<file path="src/rtl/cpu_pkg.sv">
// Shared CPU definitions used by the instruction fetch path.
package cpu_pkg;

    localparam int XLEN = 32;
    localparam logic [XLEN-1:0] NOP_INSTR = 32'h0000_0013;

    typedef enum logic [1:0] {
        IDLE = 2'd0,
        REQ  = 2'd1,
        WAIT = 2'd2,
        DROP = 2'd3
    } fetch_state_t;

    typedef struct packed {
        logic [XLEN-1:0] pc;
        logic [XLEN-1:0] instr;
    } fetch_entry_t;

endpackage

</file>
<file path="src/rtl/fetch_buffer.sv">
// Small synchronous FIFO of fetched {pc, instr} pairs with a single-cycle flush.
module fetch_buffer
    import cpu_pkg::*;
#(
    parameter int DEPTH = 2
) (
    input  logic                       clk,
    input  logic                       rst_n,
    input  logic                       flush,
    input  logic                       push,
    input  fetch_entry_t               push_data,
    input  logic                       pop,
    output fetch_entry_t               head,
    output logic                       head_valid,
    output logic [$clog2(DEPTH):0]     count
);

    localparam int AW = $clog2(DEPTH);
    localparam int CW = AW + 1;

    fetch_entry_t   mem [DEPTH];
    logic [AW-1:0]  rd_ptr;
    logic [AW-1:0]  wr_ptr;
    logic           do_push;
    logic           do_pop;

    // Flush wins over both ends; guards keep the pointers sane even if a caller misbehaves.
    assign do_push = push & ~flush & (count != CW'(DEPTH));
    assign do_pop  = pop  & ~flush & (count != '0);

    always_ff @(posedge clk or negedge rst_n) begin
        if (!rst_n) begin
            rd_ptr <= '0;
            wr_ptr <= '0;
            count  <= '0;
        end else if (flush) begin
            rd_ptr <= '0;
            wr_ptr <= '0;
            count  <= '0;
        end else begin
            if (do_push) begin
                wr_ptr <= wr_ptr + AW'(1);
            end
            if (do_pop) begin
                rd_ptr <= rd_ptr + AW'(1);
            end
            count <= count + CW'(do_push) - CW'(do_pop);
        end
    end

    always_ff @(posedge clk) begin
        if (do_push) begin
            mem[wr_ptr] <= push_data;
        end
    end

    assign head       = mem[rd_ptr];
    assign head_valid = (count != '0);

endmodule

</file>
<file path="src/rtl/fetch_sequencer.sv">
// IF-stage fetch sequencer: one outstanding read over req/ready + rvalid, prefetch buffer toward ID,
// with ID stall and redirect handling.
module fetch_sequencer
    import cpu_pkg::*;
#(
    parameter logic [31:0] RESET_PC  = 32'h0000_0000,
    parameter int          BUF_DEPTH = 2,
    parameter logic [31:0] NOP_INSTR = cpu_pkg::NOP_INSTR
) (
    input  logic        clk,
    input  logic        rst_n,
    input  logic        jump_flag_id,
    input  logic [31:0] jump_address_id,
    input  logic        stall_id,
    output logic        imem_req,
    output logic [31:0] imem_addr,
    input  logic        imem_ready,
    input  logic        imem_rvalid,
    input  logic [31:0] imem_rdata,
    output logic        instruction_valid,
    output logic [31:0] instruction,
    output logic [31:0] instruction_address
);

    localparam int CW = $clog2(BUF_DEPTH) + 1;

    fetch_state_t  state;
    fetch_state_t  state_next;
    logic [31:0]   fetch_pc;
    logic [31:0]   fetch_pc_next;
    logic [31:0]   req_pc;
    logic [31:0]   jump_target;
    logic [CW-1:0] count;
    logic          push;
    logic          pop;
    logic          accept;
    logic          outstanding;
    logic          credit_idle;
    logic          credit_overlap;
    logic          unused_jump_bits;
    fetch_entry_t  push_entry;
    fetch_entry_t  head;
    logic          head_valid;

    assign jump_target      = {jump_address_id[31:2], 2'b00};
    assign unused_jump_bits = &{1'b0, jump_address_id[1:0]};

    assign pop         = head_valid & ~stall_id & ~jump_flag_id;
    assign accept      = imem_req & imem_ready;
    assign outstanding = (state == WAIT) || (state == DROP);
    assign imem_addr   = fetch_pc;

    // Overlap credit: after this cycle's push and pop, a new read must still leave room for its data.
    assign credit_idle    = (count < CW'(BUF_DEPTH));
    assign credit_overlap = ((count - CW'(pop)) < CW'(BUF_DEPTH - 1));

    always_ff @(posedge clk or negedge rst_n) begin
        if (!rst_n) begin
            state    <= IDLE;
            fetch_pc <= RESET_PC;
            req_pc   <= RESET_PC;
        end else begin
            state    <= state_next;
            fetch_pc <= fetch_pc_next;
            if (accept) begin
                req_pc <= fetch_pc;
            end
        end
    end

    // WAIT may issue the next read in the cycle its data returns, giving one instruction per cycle.
    always_comb begin
        state_next    = state;
        fetch_pc_next = fetch_pc;
        imem_req      = 1'b0;
        push          = 1'b0;
        case (state)
            IDLE: begin
                if (credit_idle) begin
                    state_next = REQ;
                end
            end
            REQ: begin
                imem_req = 1'b1;
                if (imem_ready) begin
                    state_next    = WAIT;
                    fetch_pc_next = fetch_pc + 32'd4;
                end
            end
            WAIT: begin
                if (imem_rvalid) begin
                    push = 1'b1;
                    if (credit_overlap) begin
                        imem_req = 1'b1;
                        if (imem_ready) begin
                            fetch_pc_next = fetch_pc + 32'd4;
                        end else begin
                            state_next = REQ;
                        end
                    end else begin
                        state_next = IDLE;
                    end
                end
            end
            DROP: begin
                if (imem_rvalid) begin
                    state_next = REQ;
                end
            end
            default: begin
                state_next = IDLE;
            end
        endcase

        // A redirect discards any returning data and must drop a read that is still in flight.
        if (jump_flag_id) begin
            push          = 1'b0;
            fetch_pc_next = jump_target;
            if (state == WAIT) begin
                imem_req = 1'b0;
            end
            if ((imem_req && imem_ready) || (outstanding && !imem_rvalid)) begin
                state_next = DROP;
            end else begin
                state_next = REQ;
            end
        end
    end

    assign push_entry.pc    = req_pc;
    assign push_entry.instr = imem_rdata;

    fetch_buffer #(
        .DEPTH (BUF_DEPTH)
    ) u_fetch_buffer (
        .clk        (clk),
        .rst_n      (rst_n),
        .flush      (jump_flag_id),
        .push       (push),
        .push_data  (push_entry),
        .pop        (pop),
        .head       (head),
        .head_valid (head_valid),
        .count      (count)
    );

    assign instruction_valid   = head_valid;
    assign instruction         = head_valid ? head.instr : NOP_INSTR;
    assign instruction_address = head_valid ? head.pc : 32'h0000_0000;

endmodule

</file>
<file path="config.mk">
export PLATFORM = sky130hd
export DESIGN_NAME = fetch_sequencer
export DESIGN_NICKNAME = d
export VERILOG_FILES = /design/src/rtl/cpu_pkg.sv /design/src/rtl/fetch_buffer.sv /design/src/rtl/fetch_sequencer.sv
export SDC_FILE = /design/constraint.sdc
export NUM_CORES = 1
export LEC_CHECK = 0
export BUFFER_PORTS_ARGS = -buffer_cell sky130_fd_sc_hd__buf_2
export CAP_MARGIN = 20
export CORE_ASPECT_RATIO = 0.6
export CORE_MARGIN = 3
export CORE_UTILIZATION = 59
export DETAILED_ROUTE_END_ITERATION = 8
export MAX_ROUTING_LAYER = met4
export PLACE_DENSITY = 0.87
export SLEW_MARGIN = 20
export SYNTH_ARGS = -nofsm -noshare
export SYNTH_HDL_FRONTEND = slang
export SYNTH_SLANG_ARGS = --single-unit
export TNS_END_PERCENT = 30
</file>
<file path="constraint.sdc">
create_clock -name clk -period 8.33 [get_ports clk]
set_input_delay 1.666 -clock clk [delete_from_list [all_inputs] [get_ports clk]]
set_output_delay 1.666 -clock clk [all_outputs]
set_load 0.05 [all_outputs]
</file>
# Word level (Yosys, flattened, before mapping)
# Memories as Yosys holds them, arrays and structs flattened.
# Index checks and enable logic that the tools add are counted.
[op_classes]
n_mux = 32
reduce_logical = 12
n_addsub = 6
n_lt_le_gt_ge = 2
eq_ne = 10
bitwise = 9
[op_table]
columns = ["op", "count"]
rows = [
  ["$mux 32", 6],
  ["$pmux 32 s2", 1],
  ["$add 32x3->32 const B", 1],
  ["$mux 2", 9],
  ["$ne 3x3->1 const B", 5],
  ["$mux 1", 14],
  ["$pmux 2 s4", 1],
  ["$and 1x1->1", 7],
  ["$reduce_bool 2->1", 3],
  ["$reduce_and 5->1", 1],
  ["$eq 2x2->1 const B", 2],
  ["$ne 4x4->1 const B", 1],
  ["$sub 2x1->2", 2],
  ["$reduce_and 3->1", 1],
  ["$reduce_bool 3->1", 1],
  ["$add 1x1->1 const B", 2],
  ["$add 2x1->2", 1],
  ["$eq 2x1->1 const B", 1],
  ["$logic_and 1x1->1", 2],
  ["$logic_not 2->1", 1],
  ["$logic_or 1x1->1", 2],
  ["$lt 2x1->1 const B", 1],
  ["$lt 2x2->1 const B", 1],
  ["$ne 2x2->1 const B", 1],
  ["3 further kinds", 4],
]
[word_totals]
mem_count = 1
mem_bits_rw = 128
output_inout_bits = 98
word_cells = 78
input_bits = 70
register_bits = 70
[mem_list]
columns = ["name", "depth", "word_bits", "rd", "rd_clocked_by_memory_dff", "write_ports", "line_no", "source"]
rows = [
  ["u_fetch_buffer.mem", 2, 64, 1, 0, 1, "fetch_buffer.sv:21", "fetch_entry_t mem [DEPTH];"],
]

# Depth between registers and ports, before layout
# Gate-level depths: netlist of run 1.
[depth]
ltp_word = 14
ltp_mapped = 12
ltp_nobuf = 8

# Cells and area by module
# Synthesis of run 1 repeated with hierarchy kept, for this count alone.
[unflattened]
cells_unflattened = 590
area_unflattened_um2 = 8478.1
[by_module_without_submodules]
columns = ["mod", "area_per_inst_um2", "seq_area_each_um2", "cells_each", "n_inst"]
rows = [
  ["fetch_buffer", 4869.7, 3943.8, 227, 1],
  ["fetch_sequencer", 3608.5, 1551.5, 363, 1],
]

# Worst setup path before layout of run 1
# OpenSTA, ideal clock, no wires.
[synth_timing]
path_type = "input-to-reg"
startpoint = "input jump_flag_id"
endpoint = "memory u_fetch_buffer.mem[0][0] in the netlist's numbering (enable)"
n_path_buf = 1
t_arrival_ns = 5.014
stages = 4
setup_time_ns = 0.491
path_slack_ns = 2.825
t_required_ns = 7.839
cell_sequence = "clkbuf_1 -> nand3b_1 -> a21oi_1 -> nor2b_1"
[synth_via]
elab_chain_len = 5
word_cells_on_any_way = 6
classes_between = "3 x mux; 3 x bitwise"
[synth_rtl]
columns = ["item", "line_no", "source"]
rows = [
  ["start, declared", "fetch_sequencer.sv:12", "input logic jump_flag_id,"],
  ["$mux 1 / $not 1->1 (equally long branches)", "fetch_sequencer.sv:116, fetch_buffer.sv:28", ""],
  ["$and 1x1->1 (*) (2 in series)", "fetch_buffer.sv:28", "assign do_push = push & ~flush & (count != CW'(DEPTH));"],
  ["$mux 1 (*)", "fetch_buffer.sv:52", "if (do_push) begin"],
  ["$mux 1 (implied by the code) (*)", "fetch_buffer.sv:53", "mem[wr_ptr] <= push_data;"],
  ["end, declared", "fetch_buffer.sv:21", ""],
]
# Every way passes the cells marked *; elsewhere a longest branch is shown, timed or not.

# Final worst setup path of run 1
[layout_timing]
startpoint = "input jump_flag_id"
endpoint = "output imem_req"
[layout_via]
elab_chain_len = 10
[layout_rtl]
columns = ["item", "line_no", "source"]
rows = [
  ["$not 1->1", "fetch_sequencer.sv:48", "assign pop = head_valid & ~stall_id & ~jump_flag_id;"],
  ["$and 1x1->1", "fetch_sequencer.sv:48", ""],
  ["$sub 2x1->2", "fetch_sequencer.sv:55", "assign credit_overlap = ((count - CW'(pop)) < CW'(BUF_DEPTH - 1));"],
  ["$lt 2x1->1", "fetch_sequencer.sv:55", ""],
  ["$mux 1", "fetch_sequencer.sv:93", "if (credit_overlap) begin"],
  ["$mux 1", "fetch_sequencer.sv:91", "if (imem_rvalid) begin"],
  ["$pmux 1 s2", "fetch_sequencer.sv:77", "case (state)"],
  ["$mux 1", "fetch_sequencer.sv:119", "if (state == WAIT) begin"],
  ["$mux 1", "fetch_sequencer.sv:116", "if (jump_flag_id) begin"],
  ["$mux 1 (*)", "fetch_sequencer.sv:116", ""],
  ["end, declared", "fetch_sequencer.sv:15", "output logic imem_req,"],
]
# Every way passes the cells marked *; elsewhere a longest branch is shown, timed or not. The select of a mux whose other input is x is not followed.

==> results of run 1 <==
## cell type report
| cell class | instances | area share |
|---|---|---|
| Clock buffer | 19 | 0.0456 |
| Multi-Input combinational cell | 353 | 0.259 |
| Tap cell | 170 | 0.0224 |
| Clock inverter | 13 | 0.0131 |
| Inverter | 8 | 0.00317 |
| Timing Repair Buffer | 167 | 0.0897 |
| Sequential cell | 190 | 0.567 |
## state kept, by name, indices dropped and copies added (netlist names)
register and count:
req_pc 30, state 2, imem_addr 30, u_fetch_buffer.mem 124
u_fetch_buffer.count 2, u_fetch_buffer.rd_ptr 1, u_fetch_buffer.wr_ptr 1
## metal layers
metal,GRT usage,part of all wire
met1,0.312,0.46
met2,0.371,0.47
met3,0.0481,0.067
met4,0.0736,0.011
met5,-,0
## layout by cell type (no fill, tap or decap), types with 2 or more instances in the layout
cell type,n
buf_2,161
nor3_1,11
clkbuf_16,17
xnor2_1,24
inv_1,8
nor2b_1,3
dfrtp_1,65
nor4_1,11
o21ai_0,28
buf_4,6
o31a_1,4
inv_8,3
conb_1,4
inv_6,3
mux2i_1,65
ha_1,8
nand4_1,6
nor2_1,68
nand2_1,41
clkbuf_1,2
nand2b_1,3
clkinv_4,5
a21oi_1,3
edfxtp_1,124
xor2_1,4
and3_1,6
and2_1,3
nor4b_1,4
mux2_2,31
nand3_1,7
nand3b_1,2
nor3b_1,2
## power breakdown
part / switching [uW] / internal [uW] / leakage, uW
combinational: 355 / 197 / 0.00153
clock: 364 / 395 / 0.000273
sequential: 102 / 1160 / 0.00192
total: 820 / 1750 / 0.00373
## critical path: cells and delay by family
family | cells | cell delay (ns)
XOR/XNOR | 1 | 0.19
buffers and inverters | 3 | 0.86
AO/OA/AOI/OAI | 1 | 0.21
AND/OR/NAND/NOR | 2 | 0.44
adder cells (fa/ha/maj) | 1 | 0.25
## logic make-up after synthesis
family	synth area share
AOI/OAI and AO/OA	0.0297
xor gates and xnor gates	0.0326
adders and majority gates	0.0125
buffers and inverters	0.0264
DFF	0.671
muxes	0.125
other	0.000468
and+or+nand+nor	0.103
## final timing paths
| path | to | slack (ns) | depth (start not counted) |
|---|---|---|---|
| min reg2reg | u_fetch_buffer.mem[1][42]$_DFFE_PP_ | 0.47 | 0 |
| max in group asynchronous | u_fetch_buffer.rd_ptr$_DFFE_PN0P_ | 6.22 | 2 |
| max reg2reg | imem_addr[27]$_DFFE_PN0P_ | 5.51 | 8 |
| min in group asynchronous | state[0]$_DFFE_PN0P_ | 1.44 | 2 |
| min | u_fetch_buffer.mem[1][42]$_DFFE_PP_ | 0.47 | 0 |
| max | imem_req | 3.03 | 8 |
## through the flow
step                      utilization  instances  worst slack, ns  power, uW
after floorplan                     -        588             2.83       1680
after global placement          0.684        888             3.08       1790
after detailed placement        0.684        888             3.04       1830
after CTS                       0.727        920             3.04       2580
after global routing            0.727        920             2.88       2680
final                           0.727        920             3.03       2570
==> flow_metrics.env, run 1 <==
export IMPL_tritoncts="built"
export IMPL_syn_inst=585
export IMPL_finalHoldViolCount=0
export IMPL_finalSetupViolations=0
export IMPL_port_buffers=161
export IMPL_start_kind="input port"
export IMPL_postRouteAntennaNets=0
export IMPL_critPathMaxFanout=72
export IMPL_wl_per_cell_um=18.5
export IMPL_track_usage=0.235
export IMPL_die_area_um2=15100
export IMPL_crit_required_ns=6.66
export IMPL_antenna_found_initial=0
export IMPL_gp_congestion=0.873
export IMPL_period_share=0.637
export IMPL_ys_types=41
export IMPL_hold_buffers=0
export IMPL_syn_avg_cell_area_um2=13.7
export IMPL_drt_wl_total_mm=17.1
export IMPL_routed_via_count=5133
export IMPL_max_stage_delay_ns=0.52
export IMPL_timing_hold_ws_ns=0.468
export IMPL_placed_area_um2=8930
export IMPL_critPathMostFrequentCell="buf_2"
export IMPL_clkTransAtPathRegs_ns=0.06
export IMPL_critPathCaptureType="primary output"
export IMPL_p_leak_uw=0.00373
export IMPL_drcViolationCount=0
export IMPL_cts_sinks=190
export IMPL_synthFlopType="edfxtp_1"
export IMPL_cellPowerDensity_nw_per_um2=271
export IMPL_area_delta_synth_final_pct=18.4
export IMPL_synth_common_cells="edfxtp_1, nor2_1, dfrtp_1"
export IMPL_drv_cap=0
export IMPL_critPathKind="input port to primary output"
export IMPL_chipHeight_um=96.3
export IMPL_hpwl_mm=11.1
export IMPL_tightest_slew_ns=1.17
export IMPL_rsz0062_at_grt="no"
export IMPL_arrival_ns=3.64
export IMPL_slowest_stage="buf_4"
export IMPL_n_antenna_cell=0
export IMPL_irDropWorstVdd_uv=225
export IMPL_final_area_um2=9480
export IMPL_clock_skew_ns=0.0121
export IMPL_synth_top_cell_by_area="edfxtp_1"
export IMPL_clk_latency_ns=0.42
export IMPL_crit_start="jump_flag_id"
export IMPL_io_pins=168
export IMPL_core_region_area_um2=13100
export IMPL_grt_pass1_wl_mm=26.2
export IMPL_cts_inserted_buffers=17
export IMPL_ys_ff_latch=190
export IMPL_cts_root_buf="clkbuf_16"
export IMPL_die_width_um=156
export IMPL_grt_pass1_vias=5121
export IMPL_r2r_start="u_fetch_buffer.count[1]$_DFF_PN0_"
export IMPL_drive_gt1_frac=0.313
export IMPL_synthTopCellsByArea="edfxtp_1, dfrtp_1, mux2i_1"
export IMPL_cts_setup_buffers=0
export IMPL_yosysWarnings=0
export IMPL_synth_most_common_cell="edfxtp_1"
export IMPL_drv_slew=0
export IMPL_yosysSeqAreaShare=0.671
export IMPL_cts_resized=0
export IMPL_min_path_type="flip-flop to flip-flop"
export IMPL_vias_per_cell=5.58
export IMPL_worstHoldStart="req_pc[10]$_DFFE_PN0P_"
export IMPL_synth_top_cell_area_share=0.465
export IMPL_clock_path_buffers=2
export IMPL_tns_ns=0
export IMPL_slew_limit_headroom=0.218
export IMPL_synth_async_reset_ratio=0.347
export IMPL_period_minus_slack_ns=5.30
export IMPL_syn_area_um2=8010
export IMPL_multi_input_area_um2=2450
export IMPL_grt_max_degree=73
export IMPL_drt_iter0_markers=407
export IMPL_regArea_um2=5380
export IMPL_gr_total_overflow=0
export IMPL_synth_edf_count=124
export IMPL_detail_route_first_pass_iterations=5
export IMPL_start_util=0.614
export IMPL_status="completed"
export IMPL_num_rows=32
export IMPL_fillers=861
export IMPL_h_tree_depth=4
export IMPL_fmax_mhz=189
export IMPL_path_cells="buf_2, buf_4, nor3_1, ha_1, xor2_2, nor4b_1, o22a_1, buf_2"
export IMPL_nNetsFinal=815
(Power assumes the default switching activity.)
==> run 2: changes to the inputs <==
--- a/config.mk
+++ b/config.mk
@@ -9,10 +9,10 @@
 export CAP_MARGIN = 20
 export CORE_ASPECT_RATIO = 0.6
 export CORE_MARGIN = 3
-export CORE_UTILIZATION = 59
+export CORE_UTILIZATION = 55
 export DETAILED_ROUTE_END_ITERATION = 8
 export MAX_ROUTING_LAYER = met4
-export PLACE_DENSITY = 0.87
+export PLACE_DENSITY = 0.82
 export SLEW_MARGIN = 20
 export SYNTH_ARGS = -nofsm -noshare
 export SYNTH_HDL_FRONTEND = slang
==> constraint.sdc (replaced) <==
create_clock -name clk -period 5.4 [get_ports clk]
set_input_delay 1.08 -clock clk [delete_from_list [all_inputs] [get_ports clk]]
set_output_delay 1.08 -clock clk [all_outputs]
set_load 0.05 [all_outputs]
==> run 2 against run 1 <==
Clock power rose by 57%. Power rose by 55%. Worst setup slack got worse by 1.6 ns. Global-route usage fell by 0.92 points. Sequential share of layout area fell by 0.37 points. Design area rose by 0.66%. Cell count rose by 2.6%. Combinational power rose by 57%. Highest routed layer unchanged.
==> flow_metrics.env, run 2 (synthesis results as in run 1) <==
export IMPL_n_antenna_cell=0
export IMPL_min_path_type="flip-flop to flip-flop"
export IMPL_slew_limit_headroom=0.396
export IMPL_drv_cap=0
export IMPL_critPathMaxFanout=34
export IMPL_final_cell_mix="buf_2, edfxtp_1, nor2_1"
export IMPL_cts_setup_buffers=0
export IMPL_hpwl_mm=11.4
export IMPL_clock_path_buffers=2
export IMPL_grt_pass1_wl_mm=27.4
export IMPL_tritoncts="built"
export IMPL_gr_total_overflow=0
export IMPL_drt_wl_total_mm=17.4
export IMPL_die_width_um=162
export IMPL_cts_root_buf="clkbuf_16"
export IMPL_p_leak_uw=0.00374
export IMPL_tightest_slew_ns=0.904
export IMPL_cellPowerDensity_nw_per_um2=418
export IMPL_critPathCaptureType="primary output"
export IMPL_hold_buffers=0
export IMPL_rsz0062_at_grt="no"
export IMPL_p_comb_frac=0.216
export IMPL_finalSetupViolations=0
export IMPL_critPathKind="input port to primary output"
export IMPL_drcViolationCount=0
export IMPL_p_total_uw=3990
export IMPL_grt_max_degree=67
export IMPL_chipHeight_um=99.5
export IMPL_vias_per_cell=5.51
export IMPL_status="completed"
export IMPL_largest_register_ff_count=124
export IMPL_period_share=0.731
export IMPL_cts_sinks=190
export IMPL_num_rows=33
export IMPL_r2r_slack_ns=2.52
export IMPL_drive_gt1_frac=0.319
export IMPL_die_area_um2=16100
export IMPL_postRouteAntennaNets=0
export IMPL_clkTransAtPathRegs_ns=0.07
export IMPL_grt_pass1_vias=5317
export IMPL_wl_per_cell_um=18.5
export IMPL_antenna_found_initial=0
export IMPL_irDropWorstVdd_uv=368
export IMPL_drv_slew=0
export IMPL_routed_via_count=5198
export IMPL_track_usage=0.226
export IMPL_finish_utilization=0.684
export IMPL_seqPwrFrac=0.485
export IMPL_cts_inserted_buffers=17
export IMPL_start_kind="input port"
export IMPL_gp_congestion=0.825
export IMPL_io_pins=168
export IMPL_port_buffers=161
export IMPL_core_region_area_um2=14000
export IMPL_clock_skew_ns=0.0125
export IMPL_start_util=0.574
export IMPL_tns_ns=0
export IMPL_fmax_mhz=253
export IMPL_period_minus_slack_ns=3.95
export IMPL_arrival_ns=2.87
export IMPL_swShare=0.322
export IMPL_power_switching_uw=1290
export IMPL_drt_iter0_markers=417
export IMPL_final_common_cell="buf_2"
export IMPL_clk_latency_ns=0.41
export IMPL_place_worst_setup_slack_ns=1.45
export IMPL_area_delta_synth_final_pct=19.1
export IMPL_intPower_uw=2700
export IMPL_p_clk_frac=0.299
export IMPL_worst_slack_ns=1.45
export IMPL_top_register="u_fetch_buffer.mem"
export IMPL_cts_resized=0
export IMPL_crit_required_ns=4.32
export IMPL_h_tree_depth=4
export IMPL_finalHoldViolCount=0
export IMPL_detail_route_first_pass_iterations=6
export IMPL_nNetsFinal=818
run 2: cell types whose count changed in the layout (fill, tap and decap cells not counted):
cell | previous run | this run
clkbuf_1 | 2 | 0
inv_8 | 3 | 4
buf_4 | 6 | 9
clkinv_4 | 5 | 2
clkinv_1 | 1 | 0
clkinvlp_4 | 0 | 3
clkinv_8 | 1 | 2
run 2: worst max-delay path: stages:
cell and delay [ns]:
buf_2 0.45, nor3_1 0.14, ha_1 0.24, xor2_2 0.20, nor4b_1 0.29, o22a_1 0.20, buf_2 0.26
run 2: final cells by class:
type	count	area, um^2
clock buffers	17	425
clock inverters	14	144
fillers	988	4410
inverters	8	30.0
multi-input cells	353	2450
flip-flops and latches	190	5380
well taps	192	240
repair buffers	170	873
run 2: routing by layer:
metal / up-vias / GRT usage / routed length (um)
met4: 0 / 0.0655 / 228
met5: - / - / 0
met3: 21 / 0.0449 / 1130
met1: 2573 / 0.299 / 7750
met2: 190 / 0.361 / 8340
li1: 2414 / - / -
run 2: power by group through the flow:
stage | registers (uW) | logic [uW] | clock network (uW)
after detailed placement | 1970 | 865 | 0
after global routing | 1960 | 925 | 1270
after floorplan | 1990 | 592 | 0
final | 1930 | 864 | 1190
after CTS | 1930 | 867 | 1210
after global placement | 1940 | 826 | 0
run 2: final timing paths:
kind / from / end / cells after the start
max: jump_flag_id / imem_req / 7
min reg2reg: req_pc[17]$_DFFE_PN0P_ / u_fetch_buffer.mem[1][49]$_DFFE_PP_ / 0
max in group asynchronous: rst_n / u_fetch_buffer.rd_ptr$_DFFE_PN0P_ / 2
min: req_pc[17]$_DFFE_PN0P_ / u_fetch_buffer.mem[1][49]$_DFFE_PP_ / 0
max reg2reg: state[0]$_DFFE_PN0P_ / u_fetch_buffer.mem[1][16]$_DFFE_PP_ / 6
min in group asynchronous: rst_n / imem_addr[4]$_DFFE_PN0P_ / 2
run 2: metrics by stage:
step	instance area, um^2	hold WS [ns]	cells
detailed placement	8980	0.456	913
global route	9550	0.483	944
finish	9550	0.464	944
CTS	9550	0.473	944
global placement	8980	0.445	913
floorplan	8020	0.438	588
